`config.mk`:
```
export PLATFORM = sky130hd
export DESIGN_NAME = fetch_sequencer_flat
export DESIGN_NICKNAME = d
export VERILOG_FILES = /design/src/rtl/definitions.sv /design/src/rtl/fetch_sequencer_if.sv /design/src/rtl/branch_lut.sv /design/src/rtl/fetch_sequencer.sv /design/src/flat_wrapper.sv
export SDC_FILE = /design/constraint.sdc
export NUM_CORES = 1
export LEC_CHECK = 0
export ABC_AREA = 1
export CORE_UTILIZATION = 31
export DETAILED_ROUTE_END_ITERATION = 6
export DONT_BUFFER_PORTS = 1
export GPL_TIMING_DRIVEN = 0
export PLACE_DENSITY = 0.54
export SLEW_MARGIN = 0
export SYNTH_ARGS = -nofsm -noshare
export SYNTH_HDL_FRONTEND = slang
export SYNTH_SLANG_ARGS = --single-unit
```
`constraint.sdc`:
```
create_clock -name CLK -period 4.4 [get_ports CLK]
set_clock_uncertainty 0.05 [all_clocks]
set_input_delay 0.88 -clock CLK [delete_from_list [all_inputs] [get_ports CLK]]
set_output_delay 0.88 -clock CLK [all_outputs]
set_load 0.03 [all_outputs]
```
`src/rtl/definitions.sv`:
```
// rtl/definitions.sv - shared types, defaults and branch-offset table for fetch_sequencer
//
// Purpose: package imported by every fetch_sequencer file.
//   fetch_state : sequencer FSM states (IDLE, RUN, HALTED)
//   BR_LUT      : constant signed branch-offset table, one entry per branch index
// No ports (package).
package definitions;

  localparam int PC_W_DEF  = 10;
  localparam int OFF_W_DEF = 8;
  localparam int IDX_W_DEF = 5;
  localparam int CNT_W_DEF = 16;

  localparam int LUT_DEPTH = 1 << IDX_W_DEF;

  typedef enum logic [1:0] {
    IDLE   = 2'd0,
    RUN    = 2'd1,
    HALTED = 2'd2
  } fetch_state;

  typedef logic [LUT_DEPTH-1:0][OFF_W_DEF-1:0] br_lut_t;

  // Entries 0..2 carry the interesting offsets; every other index is a +1 skip.
  function automatic br_lut_t build_br_lut();
    br_lut_t t;
    for (int i = 0; i < LUT_DEPTH; i++) begin
      t[i] = 8'h01;
    end
    t[0] = 8'h03;  // +3
    t[1] = 8'hFE;  // -2
    t[2] = 8'h10;  // +16
    return t;
  endfunction

  localparam br_lut_t BR_LUT = build_br_lut();

endpackage

```
`src/rtl/fetch_sequencer_if.sv`:
```
// rtl/fetch_sequencer_if.sv - control/status bundle between fetch_sequencer and its driver
//
// Purpose: groups the sequencer's control inputs and status outputs.
//   START/START_ADDR     : begin execution at START_ADDR
//   BRANCH/BR_IDX/HALT   : decoded per-instruction control
//   STALL                : freeze sequencing this cycle
//   PC/INST_VALID/DONE/INST_CNT : sequencer status
// Modports: master drives control (testbench/top level), slave is the sequencer.
interface fetch_sequencer_if #(
  parameter int PC_W  = 10,
  parameter int IDX_W = 5,
  parameter int CNT_W = 16
);

  logic             START;
  logic [PC_W-1:0]  START_ADDR;
  logic             BRANCH;
  logic [IDX_W-1:0] BR_IDX;
  logic             HALT;
  logic             STALL;
  logic [PC_W-1:0]  PC;
  logic             INST_VALID;
  logic             DONE;
  logic [CNT_W-1:0] INST_CNT;

  modport master (
    output START, START_ADDR, BRANCH, BR_IDX, HALT, STALL,
    input  PC, INST_VALID, DONE, INST_CNT
  );

  modport slave (
    input  START, START_ADDR, BRANCH, BR_IDX, HALT, STALL,
    output PC, INST_VALID, DONE, INST_CNT
  );

endinterface

```
`src/rtl/branch_lut.sv`:
```
// rtl/branch_lut.sv - combinational branch-index to signed offset lookup
//
// Purpose: reads the constant BR_LUT table and sign-extends the entry to OFF_W.
//   br_idx : branch-offset table index from the instruction field
//   offset : signed PC-relative branch offset
module branch_lut
  import definitions::*;
#(
  parameter int IDX_W = IDX_W_DEF,
  parameter int OFF_W = OFF_W_DEF
) (
  input  logic [IDX_W-1:0]        br_idx,
  output logic signed [OFF_W-1:0] offset
);

  logic signed [OFF_W_DEF-1:0] entry;

  assign entry  = BR_LUT[br_idx];
  // Signed size cast so a wider OFF_W still sign-extends the table entry.
  assign offset = OFF_W'(entry);

endmodule

```
`src/rtl/fetch_sequencer.sv`:
```
// rtl/fetch_sequencer.sv - program counter, instruction counter and run/halt sequencing
//
// Purpose: owns the PC and sequences IDLE -> RUN -> HALTED with PC-relative branches.
//   CLK   : system clock, rising edge
//   Reset : synchronous, active-high
//   bus   : fetch_sequencer_if slave (START/START_ADDR/BRANCH/BR_IDX/HALT/STALL in,
//           PC/INST_VALID/DONE/INST_CNT out)
module fetch_sequencer
  import definitions::*;
#(
  parameter int PC_W  = PC_W_DEF,
  parameter int OFF_W = OFF_W_DEF,
  parameter int IDX_W = IDX_W_DEF,
  parameter int CNT_W = CNT_W_DEF
) (
  input logic              CLK,
  input logic              Reset,
  fetch_sequencer_if.slave bus
);

  fetch_state              state_q, state_d;
  logic [PC_W-1:0]         pc_q, pc_d;
  logic [CNT_W-1:0]        cnt_q, cnt_d;
  logic                    done_q, done_d;
  logic signed [OFF_W-1:0] br_off;
  logic [CNT_W-1:0]        cnt_inc;
  logic [PC_W-1:0]         br_target;

  branch_lut #(
    .IDX_W(IDX_W),
    .OFF_W(OFF_W)
  ) u_branch_lut (
    .br_idx(bus.BR_IDX),
    .offset(br_off)
  );

  // Counter sticks at all-ones instead of wrapping.
  assign cnt_inc   = (&cnt_q) ? cnt_q : cnt_q + CNT_W'(1);
  // Signed cast sign-extends the offset; the add then wraps modulo 2^PC_W.
  assign br_target = pc_q + PC_W'(br_off);

  always_comb begin
    state_d = state_q;
    pc_d    = pc_q;
    cnt_d   = cnt_q;
    done_d  = done_q;
    case (state_q)
      IDLE, HALTED: begin
        if (bus.START) begin
          state_d = RUN;
          pc_d    = bus.START_ADDR;
          cnt_d   = '0;
          done_d  = 1'b0;
        end
      end
      RUN: begin
        if (bus.STALL) begin
          // full freeze; HALT/BRANCH this cycle are dropped
        end else if (bus.HALT) begin
          state_d = HALTED;
          done_d  = 1'b1;
          cnt_d   = cnt_inc;
        end else if (bus.BRANCH) begin
          pc_d    = br_target;
          cnt_d   = cnt_inc;
        end else begin
          pc_d    = pc_q + PC_W'(1);
          cnt_d   = cnt_inc;
        end
      end
      default: begin
        state_d = IDLE;
        done_d  = 1'b0;
      end
    endcase
  end

  always_ff @(posedge CLK) begin
    if (Reset) begin
      state_q <= IDLE;
      pc_q    <= '0;
      cnt_q   <= '0;
      done_q  <= 1'b0;
    end else begin
      state_q <= state_d;
      pc_q    <= pc_d;
      cnt_q   <= cnt_d;
      done_q  <= done_d;
    end
  end

  assign bus.PC         = pc_q;
  assign bus.INST_VALID = (state_q == RUN);
  assign bus.DONE       = done_q;
  assign bus.INST_CNT   = cnt_q;

endmodule
```
`src/flat_wrapper.sv`:
```
// flat-port wrapper written by rule: the top's interface ports become plain ports
module fetch_sequencer_flat import definitions::*;
#(
  parameter int PC_W  = PC_W_DEF,
  parameter int OFF_W = OFF_W_DEF,
  parameter int IDX_W = IDX_W_DEF,
  parameter int CNT_W = CNT_W_DEF
)
  (CLK, Reset, bus_START, bus_START_ADDR, bus_BRANCH, bus_BR_IDX, bus_HALT, bus_STALL, bus_PC, bus_INST_VALID, bus_DONE, bus_INST_CNT);
  fetch_sequencer_if #(.PC_W(PC_W), .IDX_W(IDX_W), .CNT_W(CNT_W)) bus_i ();
  input logic CLK;
  input logic Reset;
  input wire logic [$bits(bus_i.START)-1:0] bus_START;
  input wire logic [$bits(bus_i.START_ADDR)-1:0] bus_START_ADDR;
  input wire logic [$bits(bus_i.BRANCH)-1:0] bus_BRANCH;
  input wire logic [$bits(bus_i.BR_IDX)-1:0] bus_BR_IDX;
  input wire logic [$bits(bus_i.HALT)-1:0] bus_HALT;
  input wire logic [$bits(bus_i.STALL)-1:0] bus_STALL;
  output wire logic [$bits(bus_i.PC)-1:0] bus_PC;
  output wire logic [$bits(bus_i.INST_VALID)-1:0] bus_INST_VALID;
  output wire logic [$bits(bus_i.DONE)-1:0] bus_DONE;
  output wire logic [$bits(bus_i.INST_CNT)-1:0] bus_INST_CNT;
  assign bus_i.START = bus_START;
  assign bus_i.START_ADDR = bus_START_ADDR;
  assign bus_i.BRANCH = bus_BRANCH;
  assign bus_i.BR_IDX = bus_BR_IDX;
  assign bus_i.HALT = bus_HALT;
  assign bus_i.STALL = bus_STALL;
  assign bus_PC = bus_i.PC;
  assign bus_INST_VALID = bus_i.INST_VALID;
  assign bus_DONE = bus_i.DONE;
  assign bus_INST_CNT = bus_i.INST_CNT;
  fetch_sequencer #(.PC_W(PC_W), .OFF_W(OFF_W), .IDX_W(IDX_W), .CNT_W(CNT_W)) u_core (.CLK(CLK), .Reset(Reset), .bus(bus_i));
endmodule
```
=== Yosys cells after proc, flatten, opt, wreduce, memory -nomap -nowiden ===
Memories as Yosys holds them, arrays and structs flattened.
Index checks and enable logic that the tools add are counted.

* Flip-flop bits (word level): 29
* ROM bits: 256
* Bits of input ports: 21
* Output and inout bits: 28
* Logic and storage cells: 41
* Memories: 1

* $add $sub $neg: 3
* Order comparisons: 1
* Equality and inequality tests: 7
* Muxes and demuxes: 18
* Reductions and logical operators: 7

{| class="wikitable"
|+ Memories
! name !! depth !! bits a word !! rd ports !! clocked after Yosys merged registers in !! write ports !! line !! text
|-
| (name not given) || 32 || 8 || 1 || 0 || 0 || branch_lut.sv:18 || <nowiki>assign entry = BR_LUT[br_idx];</nowiki>
|}

{| class="wikitable"
|+ Operators by type and width
! kind !! count
|-
| $mux W16 || 3
|-
| $mux W10 || 4
|-
| $pmux W16 S2 || 1
|-
| $pmux W10 S2 || 1
|-
| $add A16 B1 Y16 const B || 1
|-
| $reduce_and A16 Y1 || 1
|-
| $add A10 B1 Y10 const B || 1
|-
| $add A10 B10 Y10 || 1
|-
| $ne A2 B2 Y1 const B || 5
|-
| $mux W8 || 1
|-
| $reduce_and A4 Y1 || 2
|-
| $lt A5 B6 Y1 const B || 1
|-
| $mux W2 || 3
|-
| $pmux W2 S2 || 1
|-
| $mux W1 || 3
|-
| $reduce_and A3 Y1 || 1
|-
| $eq A2 B1 Y1 const B || 1
|-
| $eq A2 B2 Y1 const B || 1
|-
| $logic_not A2 Y1 || 1
|-
| $pmux W1 S2 || 1
|-
| $reduce_bool A2 Y1 || 1
|-
| $reduce_or A2 Y1 || 1
|}

=== Longest topological paths before layout ===
* Depth in word-level cells: 7
* Depth in mapped cells: 16
* Depth with buffers taken out: 16

=== Modules after synthesis ===
A second synthesis with hierarchy kept.

* Cell total of the unflattened synthesis: 342
* Area, all modules: 2208.4 sq um

{| class="wikitable"
|+ By module, submodules not included
! module !! instances !! cells an instance !! area each (sq um) !! seq. area each (sq um)
|-
| fetch_sequencer || 1 || 323 || 2109.5 || 560.5
|-
| branch_lut || 1 || 19 || 98.8 || 0.0
|}

=== Worst setup path before layout ===
No wires, ideal clock.

* Path kind: input port to flip-flop
* From: input bus_BR_IDX[1]
* To: register u_core.pc_q[5], in the netlist u_core.bus.PC[5]
* Setup time: 120 ps
* Arrival: 2563 ps
* Required time: 4230 ps
* Slack: 1667 ps
* Stages: 11
* Buffers on the path: 0
* Path through: inv_1 -> ha_1 -> nand2_1 -> nor2_1 -> ha_1 -> or2_2 -> nand3_1 -> nand2_1 -> or2_2 -> nand3_1 -> a21oi_1

* Word-level cells in the longest chain between the ends: 7

{| class="wikitable"
|+ Ends and longest elaborated chain
! what !! line !! text
|-
| start: declaration || flat_wrapper.sv:16 || <nowiki>input wire logic [$bits(bus_i.BR_IDX)-1:0] bus_BR_IDX;</nowiki>
|-
| $mem_v2 Z32 W8 || -- ||
|-
| $mux W8 (implied by the code) || branch_lut.sv:18 ||
|-
| $add A10 B10 Y10 || fetch_sequencer.sv:40 || <nowiki>assign br_target = pc_q + PC_W'(br_off);</nowiki>
|-
| $mux W10 || fetch_sequencer.sv:63 || <nowiki>end else if (bus.BRANCH) begin</nowiki>
|-
| $mux W10 || fetch_sequencer.sv:59 || <nowiki>end else if (bus.HALT) begin</nowiki>
|-
| $mux W10 || fetch_sequencer.sv:57 || <nowiki>if (bus.STALL) begin</nowiki>
|-
| $pmux W10 S2 || fetch_sequencer.sv:47 || <nowiki>case (state_q)</nowiki>
|-
| end signal: assignment || fetch_sequencer.sv:86 || <nowiki>pc_q <= pc_d;</nowiki>
|-
| end: declaration || fetch_sequencer.sv:22 || <nowiki>logic [PC_W-1:0] pc_q, pc_d;</nowiki>
|}

Every way passes these cells. The select of a mux whose other input is x is not followed.
A chain may end at the register's enable or synchronous reset.

=== Worst setup path in the final report ===
Same ends and word-level chain as after synthesis.

==> flow_summary.yaml <==
floorplanning:
  rows: 29
  die_h_um: 84.3
  core-area_mm2: 0.00646
  pin_count: 49
  dieWidth_um: 84.3
  die-area_mm2: 0.00710
  start_util: 0.325
routing:
  drt_pass1_iterations: 6
  wl_per_cell_um: 13.1
  num_vias: 2056
  drc: 4
  drt_wl_total_um: 5470
  postRouteAntennaNets: 0
  post_drt_via_cell_ratio: 4.94
  first_iter_violations: 57
placement:
  pre_cts_ws_ns: 1.37
  dp_hpwl_um: 4300
  gp_congestion: 0.818
  io_buffers: 0
layout:
  nFillCells: 743
  register_area_um2: 561
  drive_above_1_share: 0.0826
  fin_nets: 373
  multi_input_comb_area_mm2: 0.00136
  final_cell_mix: "nand2_1 (94), nor2_1 (53), inv_1 (31)"
  antenna_cells: 0
  syn2layout_area_growth_pct: 7.22
  final_common_cell: "nand2_1"
sta:
  timing.max_slew.rel_slack: 0.567
  final_hold_viol_count: 0
  tightestPinTransition_ns: 0.643
  finalMaxSlewViolations: 0
  finalCriticalPeriod_ns: 2.70
  hold_slack_ns: 0.564
  fmax_mhz: 370
  rsz0062_at_grt: "false"
  setup_viol: 0
  fin_crit_sh: 0.614
  finalSetupTns_ns: 0
  layout_setup_ws_ns: 1.70
pwr:
  max-vdd-ir-drop_mv: 0.127
  leakage_nw: 0.931
  power_mw: 0.627
  pwr_density_cell_mw_per_mm2: 279
status:
  status: "finished with violations"
  violations: "design-rule violations"
global_route:
  grt_max_degree: 16
  grt_usage: 0.160
  grt_pass1_wl_um: 9160
  gr-total-overflow: 0
  first_global_vias: 2005
  grt_antenna_before_repair: 0
clocking:
  postCtsSetupBuffers: 0
  numCtsBuffers: 3
  post_cts_resized: 0
  cts-hold-fix-buffers: 0
  clock-root-buffer: "clkbuf_8"
  cts_tree: "done"
  clockBufferDepth: 2
  cts_max_level: 1
  clk_pin_slew_ns: 0.11
  clk_latency_ns: 0.28
  clock_sink_count: 28
critical_path:
  worstSetupStartpointType: "input pin"
  cp.arrival_ns: 2.84
  path_max_fanout: 7
  critPathKind: "input pin to register"
  worstRegToRegCells: 9
  cp-end-kind: "register"
  worst-endpoint-required_ns: 4.53
run:
  max_cap_violations: 0
synthesis:
  ys_warn_count: 0
  synth_cell_types: 33
  syn_area_mm2: 0.00210
  avgSynthCellArea_um2: 6.26
  synth_nets: 368
  syn_inst: 335
  yosys-top-cells-area: "dfxtp_1 (27%), nand2_1 (17%), nor2_1 (9.5%)"
  ys_ff_latch: 28
  synth_top_area_share: 0.267
  yosysSeqAreaShare: 0.267
  yosysTopAreaCell: "dfxtp_1"
worst_hold_path:
  hold_depth: 2
  hp-class: "register to register"
[layout make-up]
class,instances,share of cell area
tap,77,0.0428
clock buffer,4,0.0245
buffer,8,0.0234
inverter,34,0.0567
multi-input combinational,265,0.603
sequential,28,0.249
[state kept, by name (all words and copies together), names as in the netlist]
register	flops
u_core.state_q	2
u_core.bus.INST_CNT	16
u_core.bus.PC	10
[power breakdown]
group          internal, mW  switching [mW]  total [mW]  leakage (nW)
Clock                0.0803          0.0885       0.169        0.0288
Combinational        0.0485          0.0943       0.143         0.674
Sequential            0.269          0.0461       0.315         0.228
[synthesized netlist by cell type]
library cell,count
a2111oi_0,1
a21oi_1,24
a21oi_2,3
a31oi_1,5
and2_1,1
buf_2,3
buf_4,1
buf_6,2
clkbuf_1,2
clkinv_1,1
dfxtp_1,28
fa_1,1
ha_1,11
inv_1,31
inv_2,2
nand2_1,94
nand2_2,3
nand3_1,27
nand3_2,2
nand4_1,7
nor2_1,53
nor2_2,1
nor3_1,2
nor3_2,2
nor3_4,1
nor4_1,1
o21a_1,1
o21ai_0,10
o21ai_2,1
o21bai_1,2
or2_2,3
xnor2_1,1
xor2_1,8
[worst max-delay path: stages]
cell	delay (ns)
inv_1	0.03
ha_1	0.15
nand2_1	0.06
nor2_1	0.41
ha_1	0.40
or2_2	0.31
nand3_1	0.09
nand2_1	0.09
or2_2	0.29
nand3_1	0.07
a21oi_1	0.06
[cell families after synthesis]
| kind of cell | count (synthesis) | share of synthesized area |
|---|---|---|
| buffers and inverters | 42 | 0.0859 |
| xor gates and xnor gates | 9 | 0.0376 |
| DFF | 28 | 0.267 |
| AOI/OAI and AO/OA | 47 | 0.128 |
| adders and majority gates | 12 | 0.0751 |
| and+or+nand+nor | 197 | 0.407 |
[routing by layer]
metal  vias up  GRT usage  share of wire
li1       1093          -              -
met1       917      0.192           0.46
met2        40      0.289           0.48
met3         6     0.0374          0.045
met4         0     0.0345         0.0080
met5         -          0              0
[path summary, 6_finish.rpt]
path                                                 to  slack (ns)                   start
worst max-delay path                   u_core.bus.PC[5]        1.70           bus_BR_IDX[1]
worst max register to register  u_core.bus.INST_CNT[14]        2.23  u_core.bus.INST_CNT[0]
worst min register to register        u_core.state_q[1]        0.56       u_core.state_q[0]
worst min-delay path                  u_core.state_q[1]        0.56       u_core.state_q[0]
[per-stage QoR]
step | utilization | cell area [um^2] | std cells
finish | 0.348 | 2250 | 416
global route | 0.348 | 2250 | 416
CTS | 0.348 | 2250 | 416
detailed placement | 0.340 | 2190 | 412
global placement | 0.340 | 2190 | 412
floorplan | - | 2100 | 335
Power figures use the tool's default switching activity.
